**src/rtl/frame_stack_if.sv**
```systemverilog
// Push/pop strobes, push data and stack status
// shared by the recursion controller and frame_stack.
interface frame_stack_if #(
  parameter int WIDTH = 16,
  parameter int AW    = 6
);
  logic             push;
  logic             pop;
  logic [1:0]       pushSrc;
  logic [WIDTH-1:0] nIn;
  logic [WIDTH-1:0] resIn;
  logic             flagIn;
  logic [WIDTH-1:0] dataOut;
  logic             empty;
  logic             full;
  logic [AW:0]      count;
  logic             overflow;
  logic             underflow;
  logic [AW:0]      peak;

  modport master (
    output push, pop, pushSrc,
    output nIn, resIn, flagIn,
    input  dataOut, empty, full, count,
    input  overflow, underflow, peak
  );

  modport slave (
    input  push, pop, pushSrc,
    input  nIn, resIn, flagIn,
    output dataOut, empty, full, count,
    output overflow, underflow, peak
  );
endinterface

```
**src/rtl/frame_stack.sv**
```systemverilog
// LIFO word stack for recursion frames with
// zero-latency top read and sticky debug status.
module frame_stack #(
  parameter int WIDTH = 16,
  parameter int DEPTH = 48,
  parameter int AW    = 6
) (
  input logic         clk,
  input logic         rst,
  frame_stack_if.slave bus
);
  logic [WIDTH-1:0] mem [DEPTH];
  logic [AW:0]      cnt, cntNext, pk;
  logic             ovf, unf, ovfSet, unfSet;
  logic             wrEn, isEmpty, isFull;
  logic [AW-1:0]    wrIdx, topIdx;
  logic [WIDTH-1:0] word;

  assign isEmpty = (cnt == '0);
  assign isFull  = (cnt == (AW+1)'(DEPTH));
  assign topIdx  = AW'(cnt - 1'b1);

  always_comb begin
    word = '0;
    unique case (bus.pushSrc)
      2'd0: word = {{(WIDTH-1){1'b0}}, bus.flagIn};
      2'd1: word = bus.nIn;
      2'd2: word = bus.resIn;
      default: word = '0;
    endcase
  end

  always_comb begin
    cntNext = cnt;
    wrEn    = 1'b0;
    wrIdx   = AW'(cnt);
    ovfSet  = 1'b0;
    unfSet  = 1'b0;
    unique case ({bus.push, bus.pop})
      2'b10: begin
        if (isFull) ovfSet = 1'b1;
        else begin
          wrEn    = 1'b1;
          cntNext = cnt + 1'b1;
        end
      end
      2'b01: begin
        if (isEmpty) unfSet = 1'b1;
        else cntNext = cnt - 1'b1;
      end
      2'b11: begin
        // simultaneous push/pop on an empty stack is a plain push
        wrEn = 1'b1;
        if (isEmpty) cntNext = cnt + 1'b1;
        else wrIdx = topIdx;
      end
      default: ;
    endcase
  end

  always_ff @(posedge clk) begin
    if (wrEn && !rst) mem[wrIdx] <= word;
  end

  always_ff @(posedge clk) begin
    if (rst) begin
      cnt <= '0;
      pk  <= '0;
      ovf <= 1'b0;
      unf <= 1'b0;
    end else begin
      cnt <= cntNext;
      if (cntNext > pk) pk <= cntNext;
      if (ovfSet) ovf <= 1'b1;
      if (unfSet) unf <= 1'b1;
    end
  end

  assign bus.dataOut   = isEmpty ? '0 : mem[topIdx];
  assign bus.empty     = isEmpty;
  assign bus.full      = isFull;
  assign bus.count     = cnt;
  assign bus.overflow  = ovf;
  assign bus.underflow = unf;
  assign bus.peak      = pk;
endmodule

```
**src/flat_wrapper.sv**
```systemverilog
// flat-port wrapper written by rule: the top's interface ports become plain ports
module frame_stack_flat 
#(
  parameter int WIDTH = 16,
  parameter int DEPTH = 48,
  parameter int AW    = 6
)
  (clk, rst, bus_push, bus_pop, bus_pushSrc, bus_nIn, bus_resIn, bus_flagIn, bus_dataOut, bus_empty, bus_full, bus_count, bus_overflow, bus_underflow, bus_peak);
  frame_stack_if #(.WIDTH(WIDTH), .AW(AW)) bus_i ();
  input logic clk;
  input logic rst;
  input wire logic [$bits(bus_i.push)-1:0] bus_push;
  input wire logic [$bits(bus_i.pop)-1:0] bus_pop;
  input wire logic [$bits(bus_i.pushSrc)-1:0] bus_pushSrc;
  input wire logic [$bits(bus_i.nIn)-1:0] bus_nIn;
  input wire logic [$bits(bus_i.resIn)-1:0] bus_resIn;
  input wire logic [$bits(bus_i.flagIn)-1:0] bus_flagIn;
  output wire logic [$bits(bus_i.dataOut)-1:0] bus_dataOut;
  output wire logic [$bits(bus_i.empty)-1:0] bus_empty;
  output wire logic [$bits(bus_i.full)-1:0] bus_full;
  output wire logic [$bits(bus_i.count)-1:0] bus_count;
  output wire logic [$bits(bus_i.overflow)-1:0] bus_overflow;
  output wire logic [$bits(bus_i.underflow)-1:0] bus_underflow;
  output wire logic [$bits(bus_i.peak)-1:0] bus_peak;
  assign bus_i.push = bus_push;
  assign bus_i.pop = bus_pop;
  assign bus_i.pushSrc = bus_pushSrc;
  assign bus_i.nIn = bus_nIn;
  assign bus_i.resIn = bus_resIn;
  assign bus_i.flagIn = bus_flagIn;
  assign bus_dataOut = bus_i.dataOut;
  assign bus_empty = bus_i.empty;
  assign bus_full = bus_i.full;
  assign bus_count = bus_i.count;
  assign bus_overflow = bus_i.overflow;
  assign bus_underflow = bus_i.underflow;
  assign bus_peak = bus_i.peak;
  frame_stack #(.WIDTH(WIDTH), .DEPTH(DEPTH), .AW(AW)) u_core (.clk(clk), .rst(rst), .bus(bus_i));
endmodule
```
**config.mk**
```make
export PLATFORM = sky130hd
export DESIGN_NAME = frame_stack_flat
export DESIGN_NICKNAME = d
export VERILOG_FILES = /design/src/rtl/frame_stack_if.sv /design/src/rtl/frame_stack.sv /design/src/flat_wrapper.sv
export SDC_FILE = /design/constraint.sdc
export NUM_CORES = 1
export LEC_CHECK = 0
export CORE_MARGIN = 4
export CORE_UTILIZATION = 35
export DETAILED_ROUTE_END_ITERATION = 6
export PLACE_DENSITY = 0.62
export SETUP_SLACK_MARGIN = 0.1
export SLEW_MARGIN = 5
export SYNTH_ARGS = -nofsm -noshare
export SYNTH_HDL_FRONTEND = slang
export SYNTH_SLANG_ARGS = --single-unit
```
**constraint.sdc**
```tcl
create_clock -name clk -period 5.1 [get_ports clk]
set_input_delay 0.765 -clock clk [delete_from_list [all_inputs] [get_ports clk]]
set_output_delay 0.765 -clock clk [all_outputs]
set_load 0.02 [all_outputs]
```
==> results <==
- The min-delay analysis places its worst path in the category register to register.
- The final weighted congestion in routability-driven placement is between 0.8 and 0.9.
- Using the TritonRoute via totals, the vias-per-cell ratio works out to 5.46.
- The final clock skew is 19.2 ps.
- The die height is 306 microns.
- After synthesis, the mean cell area works out to roughly 21 sq um.
- In the layout the commonest cells are edfxtp_1 (768), mux4_2 (208), clkbuf_16 (81), nor2_1 (74), clkdlybuf4s50_1 (72).
- Entering global routing, the biggest net connects between 60 and 70 pins.
- The count of pins on the block boundary is 73.
- Of the cells placed in the final design, the portion with a size suffix greater than 1 is 0.257.
- The worst slew slack as a fraction of its limit is 0.271.
- The remaining antenna violation count is 0.
- Row generation in the floorplan step produced about 110 rows.
- Counting distinct cell types in the post-synthesis netlist gives 60.
- The critical path is of the register to output port type.
- The maximum operating frequency is around 210 MHz.
- After detailed routing, the number of remaining DRC violations is 0.
- The top-area cell type share of the netlist area is 0.741.
- The final number of hold-violating endpoints is 0.
- The number of antenna cells inserted is 0.
- The number of nets produced by synthesis is roughly 1,500.
- The total number of H-tree levels is 3.
- The required time at the worst-slack endpoint is around 4300 ps.
- The run finished with clean final reports.
- The final setup violation count is 0.
- Counting the buffers created by CTS gives 80.
- Dividing the final minimum period by the clock period gives 0.951.
- The final number of max-transition violations is 0.
- The synthesized flop and latch total is slightly below 800.
- The slew of the pin with the lowest slew margin is between 1000 and 1500 ps.
- The tool flagged a number of max-cap violations equal to 0.
- Sorting the synthesized cells by area gives the leading types as edfxtp_1 (74%), mux4_2 (15%), mux2i_1 (2.3%), dfxtp_1 (1.0%), nor2_1 (0.89%).
- The first-pass iteration count of the detailed router is 5.
- The insertion delay to the later sink of the worst-skew pair is between 600 and 700 ps.
- The overall die width is ~300 microns.
- The area of the mapped netlist is approximately 31,000 sq um.
- The endpoint kind of the worst setup timing path is an output port.
- The largest vdd supply drop is 441 uV.
- The routed layout has about 16,000 vias.
- The via count of the first global-routing pass came to about 16,000.
- The routed design could run at a clock period as short as between 4000 and 5000 ps.
- Compared with the post-synthesis result, the final layout area differs by 16.7%.
- The initial antenna violation count is 4.
- The all-layer global routing usage is 0.160.
- The largest total area in the synthesized netlist belongs to edfxtp_1.
- The sequential cell area fraction in the yosys report is 0.751.
- In the synthesized netlist the async set-or-reset flop fraction comes to 0.
- The full die area is about 94,000 sq um.
- The number of enable-type register cells in the synthesized netlist is ~770.
- During placement, the flow inserted port buffers numbering a little over 70.
- The startpoint class of the critical path is a register.
- The routed design has approximately 76,000 microns of wire.
- The placeable core region is around 88,000 sq um.
- The maximum fanout along the worst path is 11.
- The layout has between 7,000 and 8,000 filler cells.
- The detailed router finished its first iteration with between 1,500 and 2,000 violations.
- In this run the static leakage power is 11.5 nW.
- The tree is rooted in a clkbuf_16.
- Summed over all layers, the global routing overflow is 0.
- For the worst setup path, the data arrival time is approximately 4100 ps.
- The number of buffers inserted for hold repair after clock tree synthesis is 0.
- For this run, the number of Yosys warnings is 0.
- The layout net count is 1,670.
- Setup total negative slack on the finished layout was measured at 0 ps.
- The post-detailed-placement half-perimeter wirelength is approximately 43,000 microns.
- For this configuration, the core starts out at a cell density of 0.353.
- The worst-case register-to-register setup slack is between 600 and 700 ps.
- The areal power density over the cells is ~500 nW/um^2.
- For this run, the share of the core covered by cells in the final layout is 0.412.
- Setup repair after global routing left no endpoint under its margin.
- The maximum buffer depth of the clock tree is 3.
- TritonCTS built the clock tree.
- Clock-pin slew was measured on the worst setup and hold paths at about 60 ps.
- The first global-routing pass estimated 111,000 microns of wire.
- The most used flip-flop cell after synthesis is edfxtp_1.
- Clock tree synthesis found a total of around 780 sinks.
- Dividing the detail-routed wire length by the instance count gives between 20 and 30 microns.
- The instance count of the mapped netlist is 1,472.
- The leading cell type in the layout, fill and taps excluded is edfxtp_1.
Yosys cell counts (all sizes together) (14+ instances only):
| cell type | count |
|---|---|
| edfxtp | 768 |
| mux2i | 70 |
| o22ai | 16 |
| dfxtp | 16 |
| o22a | 18 |
| o21ai | 28 |
| clkbuf | 37 |
| nor2 | 82 |
| inv | 14 |
| nand2 | 21 |
| buf | 47 |
| a22o | 15 |
| a21oi | 31 |
| mux4 | 208 |
metal layers:
layer	share of wire	vias up	track usage
li1	-	6484	-
met1	0.42	8345	0.225
met2	0.48	638	0.256
met3	0.082	90	0.0366
met4	0.018	2	0.0367
met5	0.00017	-	0
cells by family after synthesis:
kind of cell | synth area share
flip-flops | 0.751
AO/OA/AOI/OAI | 0.0314
buffers and inverters | 0.0138
multiplexers | 0.173
AND/OR/NAND/NOR | 0.0236
XOR/XNOR | 0.00314
adder cells (fa/ha/maj) | 0.00362
final cells by class:
type	count	area, sq um	area share
clock buffer	98	2100	0.0579
clock inverter	47	462	0.0127
inverter	14	52.6	0.00145
multi-input combinational	590	7380	0.203
sequential	784	23400	0.644
tap	1165	1460	0.0401
timing repair buffer	152	1470	0.0406
worst max-delay path, stage by stage (launching register included):
cell             delay (ps)
dfxtp_4                 470
inv_1                   150
ha_4                    250
xnor2_2                 690
buf_4                   370
mux4_2                  240
o21ai_0                 150
a21oi_1                 410
clkdlybuf4s50_1         700
sequential cells by signal (all words and copies together), names as in the netlist:
name	flops
u_core.bus.count	7
u_core.bus.peak	7
u_core.bus.overflow	1
u_core.bus.underflow	1
u_core.mem	768
what timing repair did:
action                                  4_1_cts  5_1_grt
cloned                                        1        0
resized for setup                             7        2
pin swaps                                     2        1
endpoints found under the setup margin       16       13
buffers inserted                              3        3
per-stage QoR:
| step | power [mW] | worst slack, ps | instances | hold WS [ps] | cell area [sq um] |
|---|---|---|---|---|---|
| after floorplan | 10.7 | 379 | 1472 | 555 | 31100 |
| after global placement | 12.5 | 463 | 2698 | 474 | 33600 |
| after detailed placement | 12.6 | 457 | 2698 | 463 | 33600 |
| after CTS | 18.4 | 98.3 | 2847 | 489 | 36300 |
| after global routing | 19.0 | 143 | 2850 | 521 | 36300 |
| final | 18.3 | 249 | 2850 | 480 | 36300 |
report_power, final:
group | switching [mW] | leakage [nW] | internal, mW
clock network | 2.44 | 1.25 | 3.30
registers | 0.0565 | 7.15 | 7.21
logic | 2.99 | 3.11 | 2.29
total | 5.48 | 11.5 | 12.8
path summary, 6_finish.rpt:
kind | to | startpoint | cells past startpoint
worst max-delay path | bus_dataOut[5] | u_core.bus.count[0] | 8
worst min-delay path | u_core.bus.underflow | u_core.bus.underflow | 1
worst max register to register | u_core.mem[34][8] | u_core.bus.count[0] | 10
worst min register to register | u_core.bus.underflow | u_core.bus.underflow | 1
Note: power is estimated with default switching activity, not from simulation.
